`config.mk`:
```
export PLATFORM = sky130hd
export DESIGN_NAME = operand_fetch
export DESIGN_NICKNAME = d
export VERILOG_FILES = /design/src/rtl/operand_fetch_pkg.sv /design/src/rtl/operand_fetch_reg_file.sv /design/src/rtl/operand_fetch.sv
export SDC_FILE = /design/constraint.sdc
export NUM_CORES = 1
export LEC_CHECK = 0
export ABC_CLOCK_PERIOD_IN_PS = 2000
export BUFFER_PORTS_ARGS = -buffer_cell sky130_fd_sc_hd__buf_2
export CAP_MARGIN = 20
export CORE_AREA = 10 10 189 191
export DETAILED_ROUTE_END_ITERATION = 8
export DIE_AREA = 0 0 199 201
export PLACE_DENSITY = 0.76
export SLEW_MARGIN = 0
export SYNTH_ARGS = -nofsm -noshare
export SYNTH_HDL_FRONTEND = slang
export SYNTH_SLANG_ARGS = --single-unit
```
`constraint.sdc`:
```
create_clock -name clk -period 2 [get_ports clk]
set_input_delay 0.4 -clock clk [delete_from_list [all_inputs] [get_ports clk]]
set_output_delay 0.4 -clock clk [all_outputs]
set_load 0.01 [all_outputs]
```
`src/rtl/operand_fetch_pkg.sv`:
```
// Shared definitions for the operand fetch stage: widths, opcode codes, FSM states
// and the helper that says which opcodes produce a register result.
package operand_fetch_pkg;

  localparam int OF_DATA_WIDTH = 16;
  localparam int OF_NUM_REGS   = 16;
  localparam int OF_REG_ADDR_W = 4;

  localparam logic [3:0] OP_ADD  = 4'd0;
  localparam logic [3:0] OP_SUB  = 4'd1;
  localparam logic [3:0] OP_MUL  = 4'd2;
  localparam logic [3:0] OP_CMP  = 4'd3;
  localparam logic [3:0] OP_ADDI = 4'd4;

  typedef enum logic [1:0] {
    ST_IDLE  = 2'd0,
    ST_CHECK = 2'd1,
    ST_ISSUE = 2'd2
  } fetch_state_e;

  // CMP only drives the ALU flag, and unknown opcodes must leave the scoreboard alone
  function automatic logic writes_rd(input logic [3:0] op);
    logic result;
    case (op)
      OP_ADD, OP_SUB, OP_MUL, OP_ADDI: result = 1'b1;
      default:                         result = 1'b0;
    endcase
    return result;
  endfunction

endpackage

```
`src/rtl/operand_fetch_reg_file.sv`:
```
// Architectural register file: two asynchronous read ports, one synchronous write port.
// Register 0 always reads zero and ignores writes.
module operand_fetch_reg_file
  import operand_fetch_pkg::*;
#(
  parameter int DATA_WIDTH = OF_DATA_WIDTH,
  parameter int NUM_REGS   = OF_NUM_REGS,
  parameter int REG_ADDR_W = OF_REG_ADDR_W
) (
  input  logic                  clk,
  input  logic                  rst_n,
  input  logic                  we,
  input  logic [REG_ADDR_W-1:0] waddr,
  input  logic [DATA_WIDTH-1:0] wdata,
  input  logic [REG_ADDR_W-1:0] raddr_a,
  input  logic [REG_ADDR_W-1:0] raddr_b,
  output logic [DATA_WIDTH-1:0] rdata_a,
  output logic [DATA_WIDTH-1:0] rdata_b
);

  logic [DATA_WIDTH-1:0] mem [NUM_REGS];

  always_ff @(posedge clk) begin
    if (!rst_n) begin
      for (int i = 0; i < NUM_REGS; i++) begin
        mem[i] <= '0;
      end
    end else if (we && (waddr != '0)) begin
      mem[waddr] <= wdata;
    end
  end

  assign rdata_a = (raddr_a == '0) ? '0 : mem[raddr_a];
  assign rdata_b = (raddr_b == '0) ? '0 : mem[raddr_b];

endmodule

```
`src/rtl/operand_fetch.sv`:
```
// Issue stage ahead of the ALU: buffers one instruction, stalls on RAW/WAW via a scoreboard,
// then presents registered operands. Define OPERAND_BYPASS_EN to forward a matching writeback in CHECK.
module operand_fetch
  import operand_fetch_pkg::*;
#(
  parameter int DATA_WIDTH = OF_DATA_WIDTH,
  parameter int NUM_REGS   = OF_NUM_REGS,
  parameter int REG_ADDR_W = OF_REG_ADDR_W
) (
  input  logic                  clk,
  input  logic                  rst_n,
  input  logic                  in_valid,
  output logic                  in_ready,
  input  logic [3:0]            in_opcode,
  input  logic [REG_ADDR_W-1:0] in_rd,
  input  logic [REG_ADDR_W-1:0] in_rs,
  input  logic [REG_ADDR_W-1:0] in_rt,
  input  logic [DATA_WIDTH-1:0] in_imm,
  output logic                  out_valid,
  input  logic                  out_ready,
  output logic [3:0]            out_opcode,
  output logic [DATA_WIDTH-1:0] out_operand_a,
  output logic [DATA_WIDTH-1:0] out_operand_b,
  output logic [REG_ADDR_W-1:0] out_rd,
  input  logic                  wb_en,
  input  logic [REG_ADDR_W-1:0] wb_rd,
  input  logic [DATA_WIDTH-1:0] wb_data
);

  fetch_state_e state_q, state_d;

  logic [3:0]            op_q;
  logic [REG_ADDR_W-1:0] rd_q, rs_q, rt_q;
  logic [DATA_WIDTH-1:0] imm_q;
  logic [NUM_REGS-1:0]   pending_q, pending_d;

  logic [DATA_WIDTH-1:0] rdata_a, rdata_b;
  logic [DATA_WIDTH-1:0] operand_a_d, operand_b_d;
  logic                  src_a_hazard, src_b_hazard, dst_hazard, hazard;
  logic                  accept, issue_load, retire;

  operand_fetch_reg_file #(
    .DATA_WIDTH(DATA_WIDTH),
    .NUM_REGS  (NUM_REGS),
    .REG_ADDR_W(REG_ADDR_W)
  ) u_reg_file (
    .clk    (clk),
    .rst_n  (rst_n),
    .we     (wb_en),
    .waddr  (wb_rd),
    .wdata  (wb_data),
    .raddr_a(rs_q),
    .raddr_b(rt_q),
    .rdata_a(rdata_a),
    .rdata_b(rdata_b)
  );

  assign in_ready   = rst_n && (state_q == ST_IDLE);
  assign out_valid  = (state_q == ST_ISSUE);
  assign accept     = in_valid && in_ready;
  assign issue_load = (state_q == ST_CHECK) && !hazard;
  assign retire     = out_valid && out_ready;

  // Hazard detection and operand selection for the held instruction
  always_comb begin
    src_a_hazard = (rs_q != '0) && pending_q[rs_q];
    src_b_hazard = (op_q != OP_ADDI) && (rt_q != '0) && pending_q[rt_q];
    dst_hazard   = writes_rd(op_q) && (rd_q != '0) && pending_q[rd_q];
    operand_a_d  = rdata_a;
    operand_b_d  = (op_q == OP_ADDI) ? imm_q : rdata_b;
`ifdef OPERAND_BYPASS_EN
    if (src_a_hazard && wb_en && (wb_rd == rs_q)) begin
      src_a_hazard = 1'b0;
      operand_a_d  = wb_data;
    end
    if (src_b_hazard && wb_en && (wb_rd == rt_q)) begin
      src_b_hazard = 1'b0;
      operand_b_d  = wb_data;
    end
`else
`endif
    hazard = src_a_hazard || src_b_hazard || dst_hazard;
  end

  always_comb begin
    state_d = state_q;
    case (state_q)
      ST_IDLE:  if (in_valid) state_d = ST_CHECK;
      ST_CHECK: if (!hazard) state_d = ST_ISSUE;
      ST_ISSUE: if (out_ready) state_d = ST_IDLE;
      default:  state_d = ST_IDLE;
    endcase
  end

  // Set on retire is applied after the writeback clear so it wins on the same index
  always_comb begin
    pending_d = pending_q;
    if (wb_en && (wb_rd != '0)) pending_d[wb_rd] = 1'b0;
    if (retire && writes_rd(out_opcode) && (out_rd != '0)) pending_d[out_rd] = 1'b1;
    pending_d[0] = 1'b0;
  end

  always_ff @(posedge clk) begin
    if (!rst_n) begin
      state_q   <= ST_IDLE;
      pending_q <= '0;
    end else begin
      state_q   <= state_d;
      pending_q <= pending_d;
    end
  end

  always_ff @(posedge clk) begin
    if (!rst_n) begin
      op_q          <= '0;
      rd_q          <= '0;
      rs_q          <= '0;
      rt_q          <= '0;
      imm_q         <= '0;
      out_opcode    <= '0;
      out_operand_a <= '0;
      out_operand_b <= '0;
      out_rd        <= '0;
    end else begin
      if (accept) begin
        op_q  <= in_opcode;
        rd_q  <= in_rd;
        rs_q  <= in_rs;
        rt_q  <= in_rt;
        imm_q <= in_imm;
      end
      if (issue_load) begin
        out_opcode    <= op_q;
        out_operand_a <= operand_a_d;
        out_operand_b <= operand_b_d;
        out_rd        <= rd_q;
      end
    end
  end

endmodule

```
**Word-level counts from Yosys, hierarchy flattened**

Memory sizes are Yosys's and may differ from the RTL's. A register that Yosys moved wholly into a read port is not among the register bits.
Index checks and enable logic that the tools add are counted.

- Muxes and demuxes: 32
- Reductions and logical operators: 31
- Bitwise operators: 3
- Magnitude comparators: 7
- Eq/ne operators: 12

Operators by type and width:

| operator | count |
|---|---|
| $mux W16 | 6 |
| $lt A4 B5 Y1 const B | 5 |
| $mux W4 | 5 |
| $reduce_bool A4 Y1 | 5 |
| $and A16 B16 Y16 | 1 |
| $logic_not A4 Y1 | 4 |
| $not A16 Y16 | 1 |
| $or A16 B16 Y16 | 1 |
| $reduce_or A16 Y1 | 1 |
| $logic_and A1 B1 Y1 | 14 |
| $bmux W1 S4 | 3 |
| $mux W1 | 12 |
| $demux W1 S4 | 2 |
| $eq A4 B1 Y1 const B | 2 |
| $eq A4 B2 Y1 const B | 2 |
| $eq A4 B3 Y1 const B | 2 |
| $ge A4 B1 Y1 const B | 2 |
| $reduce_or A4 Y1 | 2 |
| $mux W2 | 3 |
| $pmux W2 S3 | 1 |
| $ne A2 B2 Y1 const B | 2 |
| $ne A4 B3 Y1 const B | 1 |
| $reduce_and A3 Y1 | 1 |
| $eq A2 B1 Y1 const B | 1 |
| other kinds (5) | 6 |

- Input bits: 57
- Bits in registers: 90
- Memories: 1
- Output and inout port bits: 42
- Logic and storage cells: 98
- Memory bits (writable): 256

Memory list:

| memory | depth | bits a word | read ports | clocked after Yosys merged registers in | wr ports | RTL line | text |
|---|---|---|---|---|---|---|---|
| u_reg_file.mem | 16 | 16 | 2 | 2 | 16 | operand_fetch_reg_file.sv:21 | `logic [DATA_WIDTH-1:0] mem [NUM_REGS];` |

**Longest topological paths before layout**

- Depth in word-level cells: 9
- Gate-level depth with buffers: 8
- Mapped depth without buffers: 6

**By module**

Synthesis repeated with hierarchy kept, for this count alone.

- Cells, all modules: 1397
- Area total of the unflattened synthesis: 17277.8 µm²

By module, submodules not included:

| module | cells each | sequential area each (µm²) | times used | area an instance (µm²) |
|---|---|---|---|---|
| operand_fetch_reg_file | 931 | 7236.9 | 1 | 13132.6 |
| operand_fetch | 466 | 1781.7 | 1 | 4145.2 |

**Worst setup path after synthesis**

No wires, ideal clock.

- Path kind: input-to-reg
- From: input port rst_n
- To: register (tool-made name)
- Stages on the path: 8
- Path buffers: 3
- Setup slack: -190 ps
- Setup time: 99 ps
- Data arrival time: 2091 ps
- Required time: 1901 ps
- Cells stage by stage: clkbuf_1 -> inv_2 -> nor3_1 -> and2_1 -> clkbuf_1 -> buf_1 -> nand2_1 -> o31ai_1

RTL lines:

| item | RTL line | text |
|---|---|---|
| start: declaration | operand_fetch.sv:11 | `input logic rst_n,` |

**Worst setup path in the final report**

- From: register rt_q[1]
- To: register out_operand_b[12]

- Word-level cells in the longest chain between the ends: 7
- Elaborated cells between the ends (all ways): 12
- Classes of those cells: mux (4); reduce/logical (8)

Ends and longest elaborated chain:

| item | RTL line | text |
|---|---|---|
| start: declaration | operand_fetch.sv:33 | `logic [REG_ADDR_W-1:0] rd_q, rs_q, rt_q;` |
| start signal: assignment | operand_fetch.sv:129 | `rt_q <= in_rt;` |
| $bmux W1 S4 / $reduce_bool A4 Y1 (equally long branches) | operand_fetch.sv:67 | `src_b_hazard = (op_q != OP_ADDI) && (rt_q != '0) && pending_q[rt_q];` |
| $mux W1 (not written as such) / $logic_and A1 B1 Y1 (equally long branches) | operand_fetch.sv:67 |  |
| $logic_and A1 B1 Y1 | operand_fetch.sv:67 |  |
| $logic_or A1 B1 Y1 (2 in series) | operand_fetch.sv:82 | `hazard = src_a_hazard \|\| src_b_hazard \|\| dst_hazard;` |
| $logic_not A1 Y1 | n/a |  |
| $logic_and A1 B1 Y1 | operand_fetch.sv:61 | `assign issue_load = (state_q == ST_CHECK) && !hazard;` |
| end signal: assignment | operand_fetch.sv:135 | `out_operand_b <= operand_b_d;` |
| end: declaration | operand_fetch.sv:23 | `output logic [DATA_WIDTH-1:0] out_operand_b,` |

Parallel ways exist; a longest one is shown, timed or not. The select of a mux whose other input is x is not followed.
A chain may end at the register's enable or synchronous reset.

==> reports/results.tsv <==
metric	value	unit
status	complete, but fails checks	
failing checks	negative setup slack	
final setup vio count	40	
Tot GR Track Use	25.19	%
# rows	66	
Post-Layout Inst Area	20900	um2
required time worst endpoint	2.44	ns
Power Dens Cells	871.0	nW/um2
Synth Instances	1299	
vias in the first global route	12020	
Worst Tran Pin Value	0.5525	ns
depth of the CTS H-tree	2	
fin nets	1530	
post-route ant nets	0	
WL per Instance	26.57	um
Worst VDD drop	0.5949	mV
largest net degree at the start of global routing	91	
Ys Warns	0	
maxcap violations	0	
Worst path max stage delay	0.51	ns
crit share post-route	105.3	%
first-pass GRT wire length	75790	um
critical path arrival	2.55	ns
die area	40000	um2
CTS tree	built	
# IOs	99	
cts hold-fix bufs	0	
worst rel slew slack	62.11	%
Clock Latency Late Sink	0.52	ns
Die Span X	199	um
drt first pass iters	7	
hold_ws	0.07851	ns
Finished Layout Cells	1911	
setup TNS	-2.608	ns
drt total wl	50770	um
total placed cells including tap cells	1838	
Pleak	7.645	nW
unrepaired setup endpoints after global routing	true	
core area	32040	um2
DR vias	11980	
Worst Setup Start Kind	flip-flop	
CP Max Fanout	7	
clock slew seen by the registers of the worst setup and hold paths	0.06	ns
Routability Congestion	0.9377	
vias per cell	6.266	
Synth Register Bits	353	
Die Y-Extent	201	um
CTS root buf	clkbuf_16	
Seq/Total Area, Yosys	54.66	%
Clock Skews	0.007329	ns
final setup margin	-0.1053	ns
Peak Freq	475.0	MHz
critical-path cell list	mux4_2 > mux2i_2 > nor3b_2 > nor3_2 > nand4_4 > buf_12 > clkbuf_16 > mux2i_1	
critical path class	reg -> reg	
slowest CP cell	mux4_2	
Area after DPL	19590	um2
# port buffers	98	
asr flop ratio synth	0	%
Core Util, Final	65.22	%
initial DRC count	1369	
initial antenna violation count	2	
top_reg_cell synth	edfxtp_1	
Hold Crit Class	in -> reg	
syn_area_per_cell	13.56	um2
final HPWL from detailed placement	33610	um
Num Clock Sinks	353	
cts bufs inserted	37	
Slew Viols, Final	0	
Hold Vio Cnt, Final	0	
clock buffer depth	3	
mapped cell area	17620	um2
Post-synth EDFFs	256	
share of layout cells above drive strength 1	31.03	%
starting density of the core	54.99	%
CP Capture Type	flip-flop	
Layout Area Growth over Synthesis	18.61	%
Yosys cell types	52	
Final Critical Period	2.105	ns
Filler cells	2290	
Remaining DRCs	0	
Overflow after GRT	0	
path summary, 6_finish.rpt:
check / endpoint / cells after the start / from / slack (ns)
max reg2reg: out_operand_b[12] / 8 / rt_q[1] / -0.11
min reg2reg: out_operand_b[5] / 2 / out_operand_b[5] / 0.46
min: rd_q[2] / 3 / in_rd[2] / 0.08
max: out_operand_b[12] / 8 / rt_q[1] / -0.11
cell type report:
cell class	count	area, um2	share of cell area (%)
Timing Repair Buffer	225	1876	8.975
Inverter	18	67.56	0.3233
Tap cell	408	510.5	2.443
Clock buffer	49	1013	4.850
Antenna cell	1	2.502	0.01197
Multi-Input combinational cell	838	7630	36.51
Clock inverter	19	150.1	0.7185
Sequential cell	353	9648	46.17
power breakdown:
group          total [mW]  leakage [nW]  switching, mW  internal (mW)
combinational        2.93          3.83           1.47           1.46
clock                6.64         0.569           2.80           3.85
sequential           8.62          3.25          0.316           8.31
cells in the final DEF (no fill, tap or decap), drive strengths merged, types with 2 or more instances in the layout:
| cell type | synthesis | routed |
|---|---|---|
| edfxtp | 256 | 256 |
| and2 | 242 | 242 |
| buf | 31 | 223 |
| nand2 | 144 | 144 |
| mux4 | 132 | 132 |
| mux2i | 112 | 112 |
| dfxtp | 97 | 97 |
| clkbuf | 74 | 51 |
| o21ai | 47 | 47 |
| nor2 | 24 | 24 |
| inv | 18 | 21 |
| mux2 | 20 | 20 |
| o22ai | 16 | 16 |
| o211ai | 16 | 16 |
| a22o | 16 | 16 |
| conb | 1 | 16 |
| clkinv | 0 | 13 |
| a21oi | 6 | 6 |
| nor2b | 5 | 5 |
| nand2b | 4 | 4 |
| nand3b | 4 | 4 |
| nand3 | 4 | 4 |
| a31oi | 3 | 3 |
| nor3 | 2 | 2 |
| or2 | 2 | 2 |
| or3 | 2 | 2 |
| maj3 | 2 | 2 |
| bufinv | 0 | 2 |
| nand4 | 2 | 2 |
| nor4b | 2 | 2 |
| nor4 | 2 | 2 |
critical path: cells and delay by family (launching register included):
family / cells / cell delay (ns)
buffers and inverters: 2 / 0.34
muxes: 3 / 0.85
DFF: 1 / 0.36
and+or+nand+nor: 3 / 0.46
per-layer routing:
metal | vias to the layer above | share of wire, % | track usage [%]
met5 | - | 0 | 0
met4 | 0 | 3.4 | 8.885
met3 | 107 | 11 | 6.622
met2 | 715 | 48 | 40.36
met1 | 5976 | 38 | 32.39
li1 | 5177 | - | -
stage by stage:
stage / worst slack, ns / power [mW]
floorplan: -0.02170 / 10.45
global placement: -0.07108 / 11.50
detailed placement: -0.1051 / 11.59
CTS: 0.002017 / 18.16
global route: -0.2014 / 18.79
finish: -0.1053 / 18.20
Yosys cell counts, types with 17 or more instances:
library cell | instances | area (um2)
clkbuf_1 | 74 | 277.8
inv_1 | 17 | 63.81
and2_1 | 242 | 1514
nand2_1 | 144 | 540.5
mux4_2 | 132 | 2973
nor2_1 | 24 | 90.09
mux2i_1 | 112 | 1121
edfxtp_1 | 256 | 7687
o21ai_1 | 46 | 230.2
dfxtp_1 | 97 | 1942
sequential cells by signal, summed over array words and instances (netlist names), 15 cells and up, named ones only:
register / count
u_reg_file.mem: 256
out_operand_b: 16
imm_q: 16
pending_q: 15
out_operand_a: 16
cell families (layout without fill, tap and decap cells):
kind of cell             Yosys count  in the layout  synth area share (%)
adder cells (fa/ha/maj)            2              2                0.1136
buffers and inverters            123            311                 2.983
other                              1             17               0.02128
AND/OR/NAND/NOR                  443            443                 13.56
multiplexers                     264            264                 24.52
AO/OA/AOI/OAI                    113            113                 4.147
flip-flops                       353            353                 54.66
timing repair:
item | CTS | global route
pin swaps | 2 | 5
setup endpoints to repair | 41 | 42
buffers inserted | 0 | 1
cloned | 0 | 3
gates resized for setup | 4 | 13
Power figures use the tool's default switching activity.
